==> config.mk <==
export PLATFORM = sky130hd
export DESIGN_NAME = mul_div_unit_flat
export DESIGN_NICKNAME = d
export VERILOG_FILES = /design/src/rtl/mips_pkg.sv /design/src/rtl/mul_div_unit_if.sv /design/src/rtl/mdu_step.sv /design/src/rtl/mul_div_unit.sv /design/src/flat_wrapper.sv
export SDC_FILE = /design/constraint.sdc
export NUM_CORES = 1
export LEC_CHECK = 0
export BUFFER_PORTS_ARGS = -buffer_cell sky130_fd_sc_hd__buf_2
export CORE_MARGIN = 3
export CORE_UTILIZATION = 60
export CTS_CLUSTER_DIAMETER = 40
export CTS_CLUSTER_SIZE = 24
export DETAILED_ROUTE_END_ITERATION = 16
export PLACE_DENSITY = 0.88
export SETUP_SLACK_MARGIN = 0.02
export SLEW_MARGIN = 20
export SYNTH_ARGS = -nofsm -noshare
export SYNTH_HDL_FRONTEND = slang
export SYNTH_SLANG_ARGS = --single-unit
==> constraint.sdc <==
create_clock -name clk -period 17 [get_ports clk]
set_input_delay 3.4 -clock clk [delete_from_list [all_inputs] [get_ports clk]]
set_output_delay 3.4 -clock clk [all_outputs]
set_load 0.02 [all_outputs]
==> src/rtl/mips_pkg.sv <==
`default_nettype none
// ============================================================================
//  Package  : mips_pkg
//  Purpose  : Shared encodings for the multiply/divide unit.
//             Covers the op codes and the FSM state type.
//  Revision : 1.0  initial release
// ============================================================================
package mips_pkg;

  // Operation encodings carried on the op port
  localparam logic [1:0] MD_MULT  = 2'b00;
  localparam logic [1:0] MD_MULTU = 2'b01;
  localparam logic [1:0] MD_DIV   = 2'b10;
  localparam logic [1:0] MD_DIVU  = 2'b11;

  // Sequencer states
  typedef enum logic [1:0] {
    S_IDLE = 2'd0,
    S_CALC = 2'd1,
    S_FIX  = 2'd2
  } state_t;

  // True for the two divide operations
  function automatic logic op_is_div(input logic [1:0] op);
    return (op == MD_DIV) || (op == MD_DIVU);
  endfunction

  // True for the two signed operations
  function automatic logic op_is_signed(input logic [1:0] op);
    return (op == MD_MULT) || (op == MD_DIV);
  endfunction

endpackage
`default_nettype wire

==> src/rtl/mul_div_unit_if.sv <==
`default_nettype none
// ============================================================================
//  Interface : mul_div_unit_if
//  Purpose   : Command/result bundle between control unit and the MDU.
//  Revision  : 1.0  initial release
// ============================================================================
interface mul_div_unit_if #(
  parameter int WIDTH = 32
);
  logic             start;
  logic [1:0]       op;
  logic [WIDTH-1:0] rs_data;
  logic [WIDTH-1:0] rt_data;
  logic             mthi;
  logic             mtlo;
  logic             busy;
  logic             done;
  logic [WIDTH-1:0] hi;
  logic [WIDTH-1:0] lo;

  // Control unit side
  modport master (
    output start, op, rs_data, rt_data, mthi, mtlo,
    input  busy, done, hi, lo
  );

  // Multiply/divide unit side
  modport slave (
    input  start, op, rs_data, rt_data, mthi, mtlo,
    output busy, done, hi, lo
  );
endinterface
`default_nettype wire

==> src/rtl/mdu_step.sv <==
`default_nettype none
// ============================================================================
//  Module   : mdu_step
//  Purpose  : One radix-2 iteration of the multiply (shift-add) or
//             divide (restoring shift-subtract) datapath.
//  Revision : 1.0  initial release
// ============================================================================
module mdu_step #(
  parameter int WIDTH = 32
) (
  input  wire logic [2*WIDTH-1:0] acc,       // {upper, lower} accumulator
  input  wire logic [WIDTH-1:0]   operand,   // multiplicand or divisor magnitude
  input  wire logic               is_div,
  output logic      [2*WIDTH-1:0] acc_next
);

  logic [WIDTH:0]   sum;      // multiply partial sum with carry
  logic [WIDTH:0]   partial;  // remainder shifted left with next dividend bit
  logic             fits;     // divisor fits into the shifted remainder
  logic [WIDTH-1:0] rem_sub;  // remainder after a successful subtract

  // Single-iteration next-accumulator for both modes
  always_comb begin
    // Multiply: add multiplicand when LSB of multiplier is set, then shift right
    sum      = {1'b0, acc[2*WIDTH-1:WIDTH]} + (acc[0] ? {1'b0, operand} : {(WIDTH+1){1'b0}});
    // Divide: shift {rem, dividend} left by one, try to subtract divisor.
    // The difference is always below the divisor, so WIDTH bits hold it.
    partial  = acc[2*WIDTH-1:WIDTH-1];
    fits     = (partial >= {1'b0, operand});
    rem_sub  = partial[WIDTH-1:0] - operand;
    acc_next = {sum, acc[WIDTH-1:1]};
    if (is_div) begin
      if (fits) begin
        acc_next = {rem_sub, acc[WIDTH-2:0], 1'b1};
      end else begin
        acc_next = {partial[WIDTH-1:0], acc[WIDTH-2:0], 1'b0};
      end
    end
  end

endmodule
`default_nettype wire

==> src/rtl/mul_div_unit.sv <==
`default_nettype none
// ============================================================================
//  Module   : mul_div_unit
//  Purpose  : Iterative MIPS multiply/divide unit owning HI/LO.
//             MULT/MULTU/DIV/DIVU in WIDTH+1 cycles, plus MTHI/MTLO writes.
//  Revision : 1.0  initial release
// ============================================================================
module mul_div_unit
  import mips_pkg::*;
#(
  parameter int WIDTH = 32
) (
  input  wire logic      clk,
  input  wire logic      rst,
  mul_div_unit_if.slave  bus
);

  localparam int             CW   = $clog2(WIDTH);
  localparam logic [CW-1:0]  LAST = CW'(WIDTH - 1);

  state_t                 state;
  state_t                 state_next;
  logic [CW-1:0]          count;
  logic [1:0]             op_reg;
  logic                   sign_q;      // product / quotient negated
  logic                   sign_r;      // remainder negated (dividend sign)
  logic                   div_zero;
  logic [WIDTH-1:0]       dividend;    // raw rs for the divide-by-zero result
  logic [WIDTH-1:0]       operand;
  logic [2*WIDTH-1:0]     acc;
  logic [2*WIDTH-1:0]     acc_next;
  logic [WIDTH-1:0]       hi_reg;
  logic [WIDTH-1:0]       lo_reg;
  logic                   done_reg;

  logic                   launch;
  logic                   new_div;
  logic                   new_sgn;
  logic                   neg_a;
  logic                   neg_b;
  logic [WIDTH-1:0]       mag_a;
  logic [WIDTH-1:0]       mag_b;
  logic [2*WIDTH-1:0]     prod;
  logic [WIDTH-1:0]       fix_hi;
  logic [WIDTH-1:0]       fix_lo;

  mdu_step #(.WIDTH(WIDTH)) u_step (
    .acc      (acc),
    .operand  (operand),
    .is_div   (op_is_div(op_reg)),
    .acc_next (acc_next)
  );

  assign launch    = (state == S_IDLE) && bus.start;
  assign bus.busy  = (state != S_IDLE);
  assign bus.done  = done_reg;
  assign bus.hi    = hi_reg;
  assign bus.lo    = lo_reg;

  // Operand magnitudes and sign decode for a new operation
  always_comb begin
    new_div = op_is_div(bus.op);
    new_sgn = op_is_signed(bus.op);
    neg_a   = new_sgn & bus.rs_data[WIDTH-1];
    neg_b   = new_sgn & bus.rt_data[WIDTH-1];
    mag_a   = neg_a ? (-bus.rs_data) : bus.rs_data;
    mag_b   = neg_b ? (-bus.rt_data) : bus.rt_data;
  end

  // Final sign correction and divide-by-zero override
  always_comb begin
    prod   = sign_q ? (-acc) : acc;
    fix_hi = prod[2*WIDTH-1:WIDTH];
    fix_lo = prod[WIDTH-1:0];
    if (op_is_div(op_reg)) begin
      if (div_zero) begin
        fix_lo = {WIDTH{1'b1}};
        fix_hi = dividend;
      end else begin
        fix_lo = sign_q ? (-acc[WIDTH-1:0]) : acc[WIDTH-1:0];
        fix_hi = sign_r ? (-acc[2*WIDTH-1:WIDTH]) : acc[2*WIDTH-1:WIDTH];
      end
    end
  end

  // State register
  always_ff @(posedge clk or posedge rst) begin
    if (rst) begin
      state <= S_IDLE;
    end else begin
      state <= state_next;
    end
  end

  // Next-state logic
  always_comb begin
    state_next = state;
    case (state)
      S_IDLE:  if (bus.start)    state_next = S_CALC;
      S_CALC:  if (count == LAST) state_next = S_FIX;
      S_FIX:                     state_next = S_IDLE;
      default:                   state_next = S_IDLE;
    endcase
  end

  // Datapath: operand latch, iteration, result write and MT path
  always_ff @(posedge clk or posedge rst) begin
    if (rst) begin
      count    <= '0;
      op_reg   <= MD_MULT;
      sign_q   <= 1'b0;
      sign_r   <= 1'b0;
      div_zero <= 1'b0;
      dividend <= '0;
      operand  <= '0;
      acc      <= '0;
      hi_reg   <= '0;
      lo_reg   <= '0;
      done_reg <= 1'b0;
    end else begin
      done_reg <= 1'b0;
      case (state)
        S_IDLE: begin
          if (launch) begin
            op_reg   <= bus.op;
            count    <= '0;
            sign_q   <= neg_a ^ neg_b;
            sign_r   <= neg_a;
            div_zero <= (bus.rt_data == '0);
            dividend <= bus.rs_data;
            if (new_div) begin
              acc     <= {{WIDTH{1'b0}}, mag_a};
              operand <= mag_b;
            end else begin
              acc     <= {{WIDTH{1'b0}}, mag_b};
              operand <= mag_a;
            end
          end else begin
            if (bus.mthi) hi_reg <= bus.rs_data;
            if (bus.mtlo) lo_reg <= bus.rs_data;
          end
        end
        S_CALC: begin
          acc   <= acc_next;
          count <= count + 1'b1;
        end
        S_FIX: begin
          hi_reg   <= fix_hi;
          lo_reg   <= fix_lo;
          done_reg <= 1'b1;
        end
        default: ;
      endcase
    end
  end

endmodule
`default_nettype wire
==> src/flat_wrapper.sv <==
// flat-port wrapper written by rule: the top's interface ports become plain ports
module mul_div_unit_flat import mips_pkg::*;
#(
  parameter int WIDTH = 32
)
  (clk, rst, bus_start, bus_op, bus_rs_data, bus_rt_data, bus_mthi, bus_mtlo, bus_busy, bus_done, bus_hi, bus_lo);
  mul_div_unit_if #(.WIDTH(WIDTH)) bus_i ();
  input  wire logic clk;
  input  wire logic rst;
  input wire logic [$bits(bus_i.start)-1:0] bus_start;
  input wire logic [$bits(bus_i.op)-1:0] bus_op;
  input wire logic [$bits(bus_i.rs_data)-1:0] bus_rs_data;
  input wire logic [$bits(bus_i.rt_data)-1:0] bus_rt_data;
  input wire logic [$bits(bus_i.mthi)-1:0] bus_mthi;
  input wire logic [$bits(bus_i.mtlo)-1:0] bus_mtlo;
  output wire logic [$bits(bus_i.busy)-1:0] bus_busy;
  output wire logic [$bits(bus_i.done)-1:0] bus_done;
  output wire logic [$bits(bus_i.hi)-1:0] bus_hi;
  output wire logic [$bits(bus_i.lo)-1:0] bus_lo;
  assign bus_i.start = bus_start;
  assign bus_i.op = bus_op;
  assign bus_i.rs_data = bus_rs_data;
  assign bus_i.rt_data = bus_rt_data;
  assign bus_i.mthi = bus_mthi;
  assign bus_i.mtlo = bus_mtlo;
  assign bus_busy = bus_i.busy;
  assign bus_done = bus_i.done;
  assign bus_hi = bus_i.hi;
  assign bus_lo = bus_i.lo;
  mul_div_unit #(.WIDTH(WIDTH)) u_core (.clk(clk), .rst(rst), .bus(bus_i));
endmodule
==> results by group <==
Power
  • Pwr/cell area: 231.2 nW/um^2
  • Pleak: between 8 and 9 nW
  • VDD IR max: approximately 130 uV

Synthesis
  • Ys flop type: dfrtp_1
  • Yosys cell types: 77
  • Netlist Area Pre-Place: between 15000 and 20000 sq um
  • Avg Cell Area, Syn: 7.669 sq um
  • Mapped Nets: 2365
  • Flop and latch count out of synthesis: 204
  • Syn Inst Count: around 2200
  • Post-synth EDFFs: 0
  • FFs w/ async S/R, synth: 100.0%
  • Seq/Total Area, Yosys: ~30%
  • Yosys warning count: 0

Routing
  • DR pass1 iterations: 6
  • DRC violations left: 0
  • Drt initial violations: 2437
  • Routed WL per cell: between 20 and 25 microns
  • ANT nets after route: 0
  • Final WL: a little over 60000 microns
  • Detailed-route vias per instance: between 6 and 7
  • Via count of the routed design: roughly 18000

Layout
  • Commonest non-fill, non-tap cell in the layout: nand2_1
  • NumNets Final: about 2400
  • Final Core Density: 68.09%
  • Largest Register: u_core.acc
  • Most frequent cells in the layout: 325 x nand2_1, 202 x o21ai_0, 202 x dfrtp_1
  • Layout cells sized above 1: approximately 11%
  • Post-Layout Cell Count: approximately 2700
  • Max reg flops: 64
  • # diodes: 0
  • Area grow syn2layout: 11.32%

Setup path
  • CP max stage delay: 0.88 ns
  • Cells along the critical path: buf_2 -> nor4_1 -> nand4b_1 -> nor4_1 -> nand2_1 -> o21ai_0 -> xnor2_1 -> nor2_1 -> a21oi_1 -> a221o_1
  • Buf/Inv on CP: 1
  • Crit path required time: between 15 and 20 ns
  • Crit-path slowest cell: nor4_1
  • Kind of start point of the critical path: primary input
  • WS Path Type: in2reg
  • CP Capture Type: flop
  • Cell mode on critical path: nor4_1
  • Critical path peak fanout: 6
  • CP arrival: around 6.4 ns
  • Crit path max-delay family: simple AND/OR/NAND/NOR gates

Die
  • CORE AREA: approximately 28000 sq um
  • Row count: 61
  • Starting Density: between 60% and 70%
  • Overall die width: around 170 microns
  • Boundary Pins: roughly 140
  • Die area: 30460 sq um
  • Die height: about 170 microns

Timing
  • Setup Skew: 0.03508 ns
  • Minimum clock period: 5.987 ns
  • RSZ-0062 raised after global routing: false
  • Hold slack: about 0.47 ns
  • Final setup violation count: 0
  • Hold Violations, Final: 0
  • Ratio of final minimum period to clock period: a little over a third
  • Worst Tran Pin Value: between 1 and 1.5 ns
  • Max Freq: 167.0 MHz
  • Setup Total Neg Slack: 0 ns
  • Slew margin rel.: roughly a fifth
  • Slew Viols, Final: 0
  • Worst setup margin: around 11 ns

Global route
  • First-pass GRT wire length: 94880 microns
  • GRT Util Overall: between 30% and 40%
  • Congestion Overflow GR: 0
  • Largest net degree at the start of global routing: 112
  • Initial antenna violation count: 0
  • Vias in the first global route: 16650

Placement
  • DP HPWL: approximately 45000 microns
  • Cells after DPL: between 2000 and 3000
  • Placer Congestion: about 1
  • Setup WS pre-CTS: between 10 and 15 ns
  • Port Buffers: between 100 and 150

CTS
  • Hold Buf Count CTS: 0
  • CTS tree: yes
  • CTS Buf Count: 38
  • Clk sinks: around 200
  • Worst-path clk slew: 0.06 ns
  • Cts repair resizes: 0
  • Clk root buf: clkbuf_16
  • Longest Clk Path Bufs: 3
  • H-tree lvl count: 2
  • Clk Latency, worst-skew pair: roughly 0.54 ns
  • Post-CTS Repair Setup Buffers: 0

Run
  • Number of max-cap violations: 0

Hold path
  • Type of the worst min-delay path: reg2reg

Run status
  • Status: complete, no violations
==> cell families after synthesis <==
| family | count (synthesis) | share of synthesized area, % |
|---|---|---|
| multiplexers | 56 | 3.304 |
| AO/OA/AOI/OAI | 702 | 25.85 |
| adder cells (fa/ha/maj) | 72 | 5.375 |
| XOR/XNOR | 202 | 10.38 |
| buffers and inverters | 236 | 5.265 |
| AND/OR/NAND/NOR | 750 | 19.87 |
| flip-flops | 204 | 29.96 |
==> through the flow <==
step | power, mW | cell area [sq um]
after floorplan | 2.881 | 17040
after global placement | 3.508 | 17770
after detailed placement | 3.573 | 17770
after CTS | 4.310 | 18960
after global routing | 4.669 | 18970
final | 4.385 | 18970
==> cell type report <==
cell class                      count  area [sq um]
Multi-Input combinational cell   1782         11070
Fill cell                        2313          8889
Sequential cell                   204          5107
Clock buffer                       46          1042
Timing Repair Buffer              159         853.3
Tap cell                          378         473.0
Inverter                           70         270.3
Clock inverter                     21         150.1
==> routing by layer <==
metal	part of all wire, %	GRT usage (%)	up-vias
met5	0	0	-
met4	6.4	20.08	0
met3	13	11.25	261
met2	42	58.74	1189
met1	38	52.45	8391
li1	-	-	7982
==> final timing paths <==
kind | startpoint | endpoint | slack (ns) | depth (start not counted)
worst max-delay path | bus_rt_data[4] | u_core.acc[29] | 11.01 | 10
worst min-delay path | u_core.bus.lo[27] | u_core.bus.lo[27] | 0.47 | 1
worst max register to register | u_core.acc[0] | u_core.acc[63] | 12.56 | 13
worst min register to register | u_core.bus.lo[27] | u_core.bus.lo[27] | 0.47 | 1
max in group asynchronous | rst | u_core.div_zero | 12.13 | 4
min in group asynchronous | rst | u_core.bus.lo[4] | 2.99 | 2
==> cells in the mapped netlist, types with 28 or more instances <==
cell / instances / area (sq um)
nand2b_1: 28 / 175.2
nand3_1: 35 / 175.2
nand2_1: 326 / 1224
mux2i_1: 54 / 540.5
o21ai_0: 202 / 1011
a21oi_1: 197 / 986.0
xnor2_1: 98 / 858.3
nor3_1: 28 / 140.1
inv_1: 69 / 259.0
xor2_1: 104 / 910.9
o211ai_1: 28 / 210.2
a21o_1: 54 / 405.4
dfrtp_1: 204 / 5105
nor2_1: 203 / 762.0
ha_1: 70 / 875.8
clkbuf_1: 153 / 574.3
o31ai_1: 30 / 225.2
==> worst register-to-register path: stages, from the launching register on <==
cell,delay (ns)
dfrtp_1,0.49
clkinv_1,0.23
buf_4,0.31
nor2_1,0.15
ha_1,0.28
nor2b_1,0.17
o2111ai_1,0.30
nand3_1,0.32
a31o_2,0.37
a311oi_1,0.41
o21ai_0,0.32
a221o_1,0.42
a211o_1,0.30
a32o_1,0.25
==> power by group <==
part           internal (mW)  switching, mW  leakage, nW
registers              0.722          0.359         2.49
logic                   1.03           1.56         5.27
clock network          0.439          0.278        0.570
No activity file was read; power rests on OpenSTA's default activity.
